File: config.mk
export PLATFORM = sky130hd
export DESIGN_NAME = step_map_grid
export DESIGN_NICKNAME = d
export VERILOG_FILES = /design/src/rtl/step_map_grid.sv
export SDC_FILE = /design/constraint.sdc
export NUM_CORES = 1
export LEC_CHECK = 0
export CAP_MARGIN = 20
export CELL_PAD_IN_SITES_DETAIL_PLACEMENT = 1
export CELL_PAD_IN_SITES_GLOBAL_PLACEMENT = 2
export CORE_AREA = 4 4 253 181
export CTS_CLUSTER_SIZE = 28
export DETAILED_ROUTE_END_ITERATION = 8
export DIE_AREA = 0 0 257 185
export DONT_BUFFER_PORTS = 1
export GPL_TIMING_DRIVEN = 0
export PLACE_DENSITY_LB_ADDON = 0.1
export SETUP_SLACK_MARGIN = 0.4
export SLEW_MARGIN = 0
export SYNTH_ARGS = -nofsm -noshare
export SYNTH_HDL_FRONTEND = slang
export SYNTH_SLANG_ARGS = --single-unit
File: constraint.sdc
create_clock -name clk -period 3.4 [get_ports clk]
set_input_delay 0.68 -clock clk [delete_from_list [all_inputs] [get_ports clk]]
set_output_delay 0.68 -clock clk [all_outputs]
set_load 0.01 [all_outputs]
File: src/rtl/step_map_grid.sv
// Tile map for a VGA step grid: pixel-to-tile lookup with registered outputs,
// a cell write port, a blinking SPIKE type and a one-cell-per-cycle clear engine.
module step_map_grid #(
    parameter int unsigned TILE_W       = 64,
    parameter int unsigned TILE_H       = 68,
    parameter int unsigned NUM_OF_COLS  = 10,
    parameter int unsigned NUM_OF_ROWS  = 7,
    parameter int unsigned SPIKE_PERIOD = 30
) (
    input  logic        clk,
    input  logic        resetN,
    input  logic [10:0] pixelX,
    input  logic [10:0] pixelY,
    input  logic        startOfFrame,
    input  logic        wr_en,
    input  logic [3:0]  wr_col,
    input  logic [2:0]  wr_row,
    input  logic [2:0]  wr_type,
    input  logic        clear_req,
    output logic [10:0] tileTopLeftX,
    output logic [10:0] tileTopLeftY,
    output logic [2:0]  step_type,
    output logic        clear_busy
);

    localparam int unsigned X_SH  = $clog2(TILE_W);
    localparam int unsigned COL_W = $clog2(NUM_OF_COLS);
    localparam int unsigned ROW_W = $clog2(NUM_OF_ROWS);
    localparam int unsigned FC_W  = $clog2(SPIKE_PERIOD);
    localparam logic [2:0]  FREE  = 3'd0;
    localparam logic [2:0]  SPIKE = 3'd5;

    typedef enum logic [0:0] {
        S_IDLE     = 1'b0,
        S_CLEARING = 1'b1
    } state_t;

    state_t             r_state;
    state_t             w_state_nxt;
    logic [2:0]         r_cells [NUM_OF_ROWS][NUM_OF_COLS];
    logic [ROW_W-1:0]   r_clr_row;
    logic [COL_W-1:0]   r_clr_col;
    logic [FC_W-1:0]    r_frame_cnt;
    logic               r_spikes_visible;
    logic [10:0]        r_tlx;
    logic [10:0]        r_tly;
    logic [2:0]         r_type;
    logic               r_busy;

    logic [10:0]        w_col;
    logic               w_col_ok;
    logic [ROW_W-1:0]   w_row;
    logic               w_row_ok;
    logic [10:0]        w_tly;
    logic               w_hit;
    logic [2:0]         w_cell;
    logic [2:0]         w_type;
    logic               w_clr_last;
    logic               w_wr_accept;

    assign w_col    = pixelX >> X_SH;
    assign w_col_ok = (w_col < 11'(NUM_OF_COLS));

    // Row found by range compare against multiples of TILE_H; no divider.
    always_comb begin
        w_row    = '0;
        w_row_ok = 1'b0;
        w_tly    = '0;
        for (int unsigned r = 0; r < NUM_OF_ROWS; r++) begin
            if (pixelY >= 11'(r * TILE_H) && pixelY < 11'((r + 1) * TILE_H)) begin
                w_row    = ROW_W'(r);
                w_row_ok = 1'b1;
                w_tly    = 11'(r * TILE_H);
            end
        end
    end

    assign w_hit  = w_col_ok && w_row_ok;
    assign w_cell = w_hit ? r_cells[w_row][w_col[COL_W-1:0]] : FREE;
    assign w_type = (w_cell == SPIKE && !r_spikes_visible) ? FREE : w_cell;

    assign w_clr_last  = (r_clr_row == ROW_W'(NUM_OF_ROWS - 1)) &&
                         (r_clr_col == COL_W'(NUM_OF_COLS - 1));
    assign w_wr_accept = (r_state == S_IDLE) && wr_en && !clear_req &&
                         (wr_col < 4'(NUM_OF_COLS)) && (wr_row < 3'(NUM_OF_ROWS));

    always_comb begin
        w_state_nxt = r_state;
        case (r_state)
            S_IDLE:     if (clear_req)  w_state_nxt = S_CLEARING;
            S_CLEARING: if (w_clr_last) w_state_nxt = S_IDLE;
            default:    w_state_nxt = S_IDLE;
        endcase
    end

    always_ff @(posedge clk or negedge resetN) begin
        if (!resetN) begin
            r_state   <= S_IDLE;
            r_busy    <= 1'b0;
            r_clr_row <= '0;
            r_clr_col <= '0;
        end else begin
            r_state <= w_state_nxt;
            r_busy  <= (w_state_nxt == S_CLEARING);
            if (r_state == S_CLEARING) begin
                if (r_clr_col == COL_W'(NUM_OF_COLS - 1)) begin
                    r_clr_col <= '0;
                    r_clr_row <= w_clr_last ? '0 : r_clr_row + 1'b1;
                end else begin
                    r_clr_col <= r_clr_col + 1'b1;
                end
            end
        end
    end

    // Clear engine owns the array while active; host writes only land in IDLE.
    always_ff @(posedge clk or negedge resetN) begin
        if (!resetN) begin
            for (int r = 0; r < int'(NUM_OF_ROWS); r++) begin
                for (int c = 0; c < int'(NUM_OF_COLS); c++) begin
                    r_cells[r][c] <= FREE;
                end
            end
        end else if (r_state == S_CLEARING) begin
            r_cells[r_clr_row][r_clr_col] <= FREE;
        end else if (w_wr_accept) begin
            r_cells[ROW_W'(wr_row)][COL_W'(wr_col)] <= wr_type;
        end
    end

    always_ff @(posedge clk or negedge resetN) begin
        if (!resetN) begin
            r_frame_cnt      <= '0;
            r_spikes_visible <= 1'b1;
        end else if (startOfFrame) begin
            if (r_frame_cnt == FC_W'(SPIKE_PERIOD - 1)) begin
                r_frame_cnt      <= '0;
                r_spikes_visible <= !r_spikes_visible;
            end else begin
                r_frame_cnt <= r_frame_cnt + 1'b1;
            end
        end
    end

    always_ff @(posedge clk or negedge resetN) begin
        if (!resetN) begin
            r_tlx  <= '0;
            r_tly  <= '0;
            r_type <= FREE;
        end else begin
            r_tlx  <= w_hit ? 11'(w_col << X_SH) : '0;
            r_tly  <= w_hit ? w_tly : '0;
            r_type <= w_type;
        end
    end

    assign tileTopLeftX = r_tlx;
    assign tileTopLeftY = r_tly;
    assign step_type    = r_type;
    assign clear_busy   = r_busy;

endmodule

**After elaboration in Yosys (flattened, before gate mapping)**

Index checks and enable logic that the tools add are counted.

- Bits in read-only memories: 0
- Flip-flop bits (word level): 249
- Word-level logic and storage cells: 190
- Memory bits (writable): 0
- Input port bits: 37
- Bits in latches: 0
- Output and inout port bits: 26
- Memories: 0

- Bitwise logic cells: 9
- Multiply operators: 0
- Magnitude comparators: 27
- $add $sub $neg: 3
- Eq/ne operators: 4
- Shift-type cells: 0
- Reductions and logical operators: 23
- Divide/modulo/power cells: 0
- Muxes and demuxes: 46

Operator list:

| cell | number |
|---|---|
| 210-bit two-way mux | 2 |
| 210-bit AND | 1 |
| 210-bit bitwise mux | 1 |
| 210-bit NOT | 1 |
| 30-bit demux with 3-bit select | 2 |
| 30-bit two-way mux | 4 |
| 30-bit binary-select mux with 3-bit select | 1 |
| 11-bit two-way mux | 5 |
| 11-bit by 9-bit less-than comparator with 1-bit output (second input constant) | 4 |
| 11-bit by 9-bit >= comparator with 1-bit output (second input constant) | 3 |
| 3-bit two-way mux | 10 |
| 3-bit demux with 4-bit select | 2 |
| 11-bit by 8-bit >= comparator with 1-bit output (second input constant) | 2 |
| 11-bit by 8-bit less-than comparator with 1-bit output (second input constant) | 2 |
| 1-bit logical AND | 18 |
| 8-bit two-way mux | 2 |
| 5-bit >= comparator (second input constant) | 3 |
| 4-bit NOT with 5-bit output | 3 |
| 3-bit binary-select mux with 4-bit select | 1 |
| 4-bit >= comparator (second input constant) | 3 |
| 3-bit NOT with 4-bit output | 3 |
| 11-bit by 1-bit >= comparator with 1-bit output (second input constant) | 1 |
| 11-bit by 7-bit >= comparator with 1-bit output (second input constant) | 1 |
| 11-bit by 7-bit less-than comparator with 1-bit output (second input constant) | 1 |
| other kinds (21) | 36 |

**Logic depth before layout (Yosys ltp)**

Gate-level depths: netlist of run 1.

- Depth in word-level cells: 19
- Mapped depth: 14
- Mapped depth without buffers: 10

**Worst setup path before layout of run 1**

Ideal clock, no wire load.

- Path type: input to register
- From: input pixelY[4]
- To: register r_type[0] (netlist: step_type[0])
- Library setup time: 0.122 ns
- Path slack: 0.296 ns
- Cell stages on the path: 11
- Arrival time: 2.982 ns
- Data required time: 3.278 ns
- Buffers on the path: 1
- Cell sequence: clkbuf_1 > or3_1 > o211a_1 > a32o_2 > nor2_8 > mux2_2 > a221oi_1 > nor3_1 > a32o_1 > nand4b_1 > a21boi_1

- Longest elaborated chain between the ends: 19
- Elaborated cells between the ends (all ways): 46
- Classes of those cells: order compare: 14; eq/ne: 1; mux: 21; bitwise: 1; reduce/logical: 9

Ends and longest elaborated chain:

| element | line | RTL |
|---|---|---|
| from (decl) | 13 | `input logic [10:0] pixelY,` |
| 11-bit by 7-bit >= comparator with 1-bit output or 11-bit by 8-bit less-than comparator with 1-bit output (tied branches) | 70 | `if (pixelY >= 11'(r * TILE_H) && pixelY < 11'((r + 1) * TILE_H)) begin` |
| 1-bit logical AND | 70 |  |
| 1-bit two-way mux | 70 |  |
| 2-bit two-way mux (2 in a row) | 70 |  |
| 3-bit two-way mux (3 in a row) | 70 |  |
| 3-bit NOT with 4-bit output (not written as such) | 79 | `assign w_cell = w_hit ? r_cells[w_row][w_col[COL_W-1:0]] : FREE;` |
| 30-bit binary-select mux with 3-bit select | 79 |  |
| 30-bit two-way mux (not written as such) (2 in a row) | 79 |  |
| 3-bit binary-select mux with 4-bit select | 79 |  |
| 3-bit two-way mux (not written as such) (2 in a row) | 79 |  |
| 3-bit two-way mux * | 79 |  |
| 3-bit equality test | 80 | `assign w_type = (w_cell == SPIKE && !r_spikes_visible) ? FREE : w_cell;` |
| 1-bit logical AND | 80 |  |
| 3-bit two-way mux * | 80 |  |
| net w_type[0] | 57 | `logic [2:0] w_type;` |
| to (signal assigned) | 153 | `r_type <= w_type;` |
| to (decl) | 47 | `logic [2:0] r_type;` |

The timed path passes the listed nets; every way through them passes the cells marked *. The select of a mux whose other input is x is not followed.
A chain may end at the register's enable or synchronous reset.

**Final worst setup path of run 1**

- From: input pixelY[5]
- To: register r_type[0] (netlist: step_type[0])

Same word-level chain as after synthesis.

==> results.toml, run 1 <==
[floorplanning]
die_h_um = 185
die_w_um = 257
fp-row-count = 64
io_pins = 63
core_mm2 = 0.0433
initial_core_util_pct = 28.7
die_area_mm2 = 0.0475

[clock_network]
cts_tree = "done"
clkLatencyLatePin_ns = 0.58
cts_buffer_depth = 3
path_clk_slew_ns = 0.06
cts_made_buffers = 28
clkSinkCount = 235
htree_levels = 1
clock-root-buffer = "clkbuf_16"

[final_layout]
area_delta_synth_final_pct = 22.0
fin_nets = 1637
final_util_pct = 35.0
layout-drive-gt1-share_pct = 12.5
final_common_cell = "o21ai_0"
final_cell_mix = "369 x o21ai_0, 367 x nand2_1, 234 x dfrtp_1"

[grt]
grt_usage_pct = 26.0
grt_max_degree = 236
overflow = 0
first_global_vias = 12269
antenna_found_initial = 1
grt_pass1_wl_um = 90300

[worst_setup_path]
reg2reg_to = "r_cells[58]"
cp.required_ns = 3.89
rr_worst_depth = 6
rrSetupSlack_ns = 0.63
arrival_ns = 3.66
endpoint = "step_type[0]"
critical_path.startpoint = "pixelY[5]"
worstSetupStartpointType = "input port"
crit_type = "in -> reg"
r2r_start = "clear_busy"
worst-path-max-fanout = 10
critPathCaptureType = "flip-flop"

[power]
pwr-share-seq_pct = 42.8
pwr_density_cell_mw_per_mm2 = 656
p_leak_nw = 5.48
ir_worst_vdd_uv = 343
power_frac_clock_pct = 31.9
finalPower_mw = 9.96
pwr-share-comb_pct = 25.3
p_int_mw = 6.31
swShare_pct = 36.7
p_sw_mw = 3.65

[timing]
finalWorstSetupSlack_ns = 0.228
finalMaxSlewViolations = 0
tns_ns = 0
grt_setup_unrepaired = "yes"
fin_hold_ws_ns = -0.197
worst_pin_slew_ns = 1.13
finalCritPeriodShare_pct = 93.3
hold_violations = 173
fmax_ghz = 0.315
clock_skew_ns = 0.0113
finalCriticalPeriod_ns = 3.17
finalSetupViolCount = 0
slew_headroom_pct = 24.5

[detailed_routing]
finalWirelength_um = 62700
drc = 0
ant_nets = 0
wl_per_cell_um = 28.3
drt-initial-drc-count = 1163
vias = 12121
post_drt_via_cell_ratio = 5.48
dr.pass1.iters = 6

[placed_design]
hpwl_um = 44600
gp_congestion = 0.918
portBuffers = 0
place_ws_ns = -1.40

[logic_synthesis]
async_flop_share_pct = 100
synthesis.area_mm2 = 0.0124
synth_cell_type_count = 74
yosys_warnings = 0
synth_top_area_cell = "dfrtp_1"
synth-seq-area-share_pct = 47.3
synth_seq_cells = 235
avgSynthCellArea_um2 = 8.15
synth-edff-count = 0
ys.flop_type = "dfrtp_1"
synth_top_area_share_pct = 47.1
synthCells = 1526
synth_top_cells_by_area = "dfrtp_1 47%, o21ai_0 15%, nand2_1 11%, nor2_1 2.8%, clkbuf_1 2.4%"

[worst_hold_path]
hold_path.class = "in -> async"

[outcome]
outcome = "finished, violations left"
violations = "hold timing"

[flow_run]
maxCapViolations = 0
-- logic make-up (layout without fill, tap and decap cells) --
| group | after synthesis | count (layout) | synth area share, % |
|---|---|---|---|
| DFF | 235 | 235 | 47.3 |
| AOI/OAI and AO/OA | 521 | 521 | 23.8 |
| xor gates and xnor gates | 3 | 3 | 0.211 |
| adders and majority gates | 4 | 4 | 0.403 |
| and+or+nand+nor | 604 | 604 | 21.0 |
| muxes | 31 | 31 | 2.64 |
| other | 1 | 13 | 0.0302 |
| buffers and inverters | 127 | 207 | 4.60 |
-- worst min path at each step --
stage	startpoint	end	slack, ns	depth (start not counted)
after floorplan	resetN	clear_busy	0.38	0
after global placement	resetN	tileTopLeftX[10]	0.40	0
after detailed placement	resetN	tileTopLeftX[10]	0.40	0
after CTS	resetN	tileTopLeftX[10]	-0.22	0
after global routing	resetN	tileTopLeftX[10]	-0.21	0
final	resetN	tileTopLeftX[10]	-0.20	0
-- final cells by class --
class / count / area (um2)
Antenna cell: 1 / 2.50
Timing Repair Buffer: 29 / 355
Clock inverter: 12 / 151
Sequential cell: 235 / 5880
Fill cell: 5055 / 28200
Multi-Input combinational cell: 1175 / 6510
Clock buffer: 39 / 782
Tap cell: 594 / 743
Inverter: 16 / 60.1
Buffer: 111 / 686
-- what timing repair did --
item / 4_1_cts / 5_1_grt
cloned: 1 / 0
pin swaps: 22 / 14
endpoints found under the hold margin: 234 / 234
endpoints found under the setup margin: 4 / 3
setup buffers: 26 / 2
gates resized for setup: 137 / 23
-- synthesized netlist by cell type, drive strengths merged, types with 7 or more instances --
library cell and instances:
nor3 12, nand2 369, and3 8, o21ai 376, dfrtp 234, a211oi 15
a31oi 7, nand3 51, o22ai 8, nor2b 13, a21o 9, clkbuf 80
mux2i 26, nor2 95, a221oi 10, nor3b 9, inv 14, buf 31
nand3b 12, a21oi 38
-- power by group through the flow --
stage	sequential, mW	clock, mW	combinational, mW
2_1_floorplan	3.99	0	1.46
3_3_place_gp	4.25	0	2.23
3_5_place_dp	4.26	0	2.28
4_1_cts	4.24	3.24	2.45
5_1_grt	4.34	3.35	2.78
6_report	4.26	3.18	2.52
-- flip-flops by register name, indices dropped and copies added, names as in the netlist --
register,cells
clear_busy,1
tileTopLeftY,3
step_type,3
r_frame_cnt,5
r_spikes_visible,1
r_clr_row,3
r_clr_col,4
tileTopLeftX,5
r_cells,210
-- through the flow --
stage	instances	area, um2
global route	2211	15200
floorplan	1537	12500
CTS	2209	15000
finish	2212	15200
global placement	2131	13300
detailed placement	2131	13300
-- layer usage --
layer,share of wire (%),vias to the layer above,global-route usage [%]
met1,49,6199,39.0
met2,42,388,39.5
met3,6.2,72,4.85
met5,0,-,0
li1,-,5462,-
met4,2.2,0,4.97
-- critical path: stages --
cell and delay, ns:
buf_12 0.11, or3_4 0.36, o211a_4 0.25, a32oi_4 0.27, nand2_2 0.17, clkbuf_4 0.32
a21oi_2 0.25, a31oi_1 0.16, a211oi_2 0.37, o2111ai_2 0.19, and3b_2 0.31, a21boi_4 0.21
Power figures use the tool's default switching activity.
==> run 2, diff against run 1 <==
--- a/config.mk
+++ b/config.mk
@@ -9,11 +9,13 @@
 export CELL_PAD_IN_SITES_DETAIL_PLACEMENT = 1
 export CELL_PAD_IN_SITES_GLOBAL_PLACEMENT = 2
 export CORE_AREA = 4 4 253 181
+export CTS_BUF_LIST = sky130_fd_sc_hd__clkbuf_8
 export CTS_CLUSTER_SIZE = 28
 export DETAILED_ROUTE_END_ITERATION = 8
 export DIE_AREA = 0 0 257 185
 export DONT_BUFFER_PORTS = 1
 export GPL_TIMING_DRIVEN = 0
+export MAX_ROUTING_LAYER = met4
 export PLACE_DENSITY_LB_ADDON = 0.1
 export SETUP_SLACK_MARGIN = 0.4
 export SLEW_MARGIN = 0
==> run 2 against run 1 <==
Compared with the run above: the run still ends with hold timing left; cell count up 1.2%; sequential cell count unchanged; register-to-register slack better by 0.02 ns; setup slack worse by 0.042 ns; sequential share of layout area up 0.76 points; power down 2.9%; die area unchanged; critical path type unchanged; largest cell class unchanged.
==> results.toml, run 2 (synthesis results as in run 1) <==
[final_layout]
top_register = "r_cells"
final_util_pct = 34.3
fill_cells = 5122
final_common_cell = "o21ai_0"
largest_reg_flops = 210
layout-drive-gt1-share_pct = 12.1
fin_nets = 1650
area_delta_synth_final_pct = 19.7
final_cell_mix = "370 x o21ai_0, 367 x nand2_1, 234 x dfrtp_1"

[placed_design]
portBuffers = 0
hpwl_um = 44600
gp_congestion = 0.934

[power]
pwr_density_cell_mw_per_mm2 = 650
p_sw_mw = 3.66
p_leak_nw = 5.49
ir_worst_vdd_uv = 246
power_frac_clock_pct = 30.7
pwr-share-seq_pct = 43.9
pwr-share-comb_pct = 25.4
swShare_pct = 37.9
p_int_mw = 6.01

[clock_network]
cts_tree = "done"
clock-root-buffer = "clkbuf_8"
clkLatencyLatePin_ns = 0.60
cts_buffer_depth = 3
clkSinkCount = 235
cts_made_buffers = 46
htree_levels = 2
path_clk_slew_ns = 0.06

[timing]
fmax_ghz = 0.311
finalSetupViolCount = 0
finalCritPeriodShare_pct = 94.5
worst_pin_slew_ns = 1.14
slew_headroom_pct = 24.1
grt_setup_unrepaired = "yes"
finalCriticalPeriod_ns = 3.21
clock_skew_ns = 0.0202
fin_hold_ws_ns = -0.218
hold_violations = 234
finalMaxSlewViolations = 0

[detailed_routing]
vias = 12318
drt-initial-drc-count = 1147
post_drt_via_cell_ratio = 5.50
drc = 0
ant_nets = 0
wl_per_cell_um = 28.2
finalWirelength_um = 63100
dr.pass1.iters = 5

[grt]
use_met3_pct = 4.35
top_usage_layer = "met1"
first_global_vias = 12405
met1_usage_pct = 39.9
grt_pass1_wl_um = 91200
overflow = 0
grt_usage_pct = 27.0
grt_max_degree = 236
use_met2_pct = 39.8
antenna_found_initial = 0

[worst_setup_path]
cp.required_ns = 3.91
r2r_start = "clear_busy"
critPathCaptureType = "flip-flop"
critical_path.startpoint = "pixelY[5]"
rr_worst_depth = 6
worstSetupStartpointType = "input port"
arrival_ns = 3.72
reg2reg_to = "r_cells[24]"
worst-path-max-fanout = 7
rrSetupSlack_ns = 0.65
crit_type = "in -> reg"

[floorplanning]
fp-row-count = 64
die_w_um = 257
initial_core_util_pct = 28.7
die_area_mm2 = 0.0475
core_mm2 = 0.0433
io_pins = 63
die_h_um = 185

[worst_hold_path]
hold_path.class = "in -> async"

[outcome]
violations = "hold timing"
outcome = "finished, violations left"

[flow_run]
maxCapViolations = 0
## run 2: cell types whose count changed in the layout (fill, tap and decap cells not counted), sizes merged
cell,change
diode,+1
clkinvlp,-1
clkbuf,+19
buf,-6
bufinv,-2
clkinv,-3
inv,+18
## run 2: area by class of cell
class	count	area, um2	share of cell area [%]
Timing Repair Buffer	24	249	1.67
Tap cell	594	743	4.99
Clock inverter	24	125	0.841
Sequential cell	235	5880	39.5
Antenna cell	2	5.00	0.0336
Multi-Input combinational cell	1175	6370	42.8
Clock buffer	57	785	5.27
Buffer	111	663	4.46
Inverter	16	60.1	0.404
## run 2: worst max path at each step
stage / end / slack [ns]
floorplan: step_type[2] / 0.35
global placement: step_type[2] / -1.40
detailed placement: step_type[2] / -1.40
CTS: step_type[2] / 0.36
global route: step_type[2] / 0.21
finish: step_type[2] / 0.19
## run 2: metal layers
layer  share of wire, %  up-vias
met5                  0        -
met4                1.6        0
met3                5.8       87
met2                 43      354
met1                 50     6363
li1                   -     5514
## run 2: metrics by stage
| stage | setup WS [ns] | total power, mW | setup TNS, ns | area [um2] | instances |
|---|---|---|---|---|---|
| after global placement | -1.40 | 6.48 | -4.04 | 13300 | 2131 |
| final | 0.186 | 9.67 | 0 | 14900 | 2238 |
| after floorplan | 0.347 | 5.45 | 0 | 12500 | 1537 |
| after detailed placement | -1.40 | 6.55 | -4.02 | 13300 | 2131 |
| after CTS | 0.365 | 9.67 | 0 | 14800 | 2235 |
| after global routing | 0.210 | 10.2 | 0 | 14900 | 2236 |
## run 2: power groups by stage
stage / sequential [mW] / clock, mW / combinational [mW]
global placement: 4.25 / 0 / 2.23
global route: 4.33 / 3.15 / 2.72
floorplan: 3.99 / 0 / 1.46
finish: 4.25 / 2.97 / 2.46
CTS: 4.23 / 3.03 / 2.41
detailed placement: 4.26 / 0 / 2.28
## run 2: timing repair
item                       4_1_cts  5_1_grt
cloned                           2        0
setup endpoints to repair        4        3
buffers inserted                21        1
hold endpoints to repair       235      234
pin swaps                       11        6
gates resized for setup        107       11
## run 2: critical path, cell delays in order
cell and delay (ns):
buf_12 0.11, or3_1 0.35, o211a_1 0.27, a32o_2 0.30
nor2_8 0.24, buf_12 0.20, buf_16 0.17, buf_4 0.15
a21oi_1 0.12, a21oi_1 0.17, a21o_1 0.22, o2111ai_2 0.21
and3b_2 0.30, a21boi_2 0.20
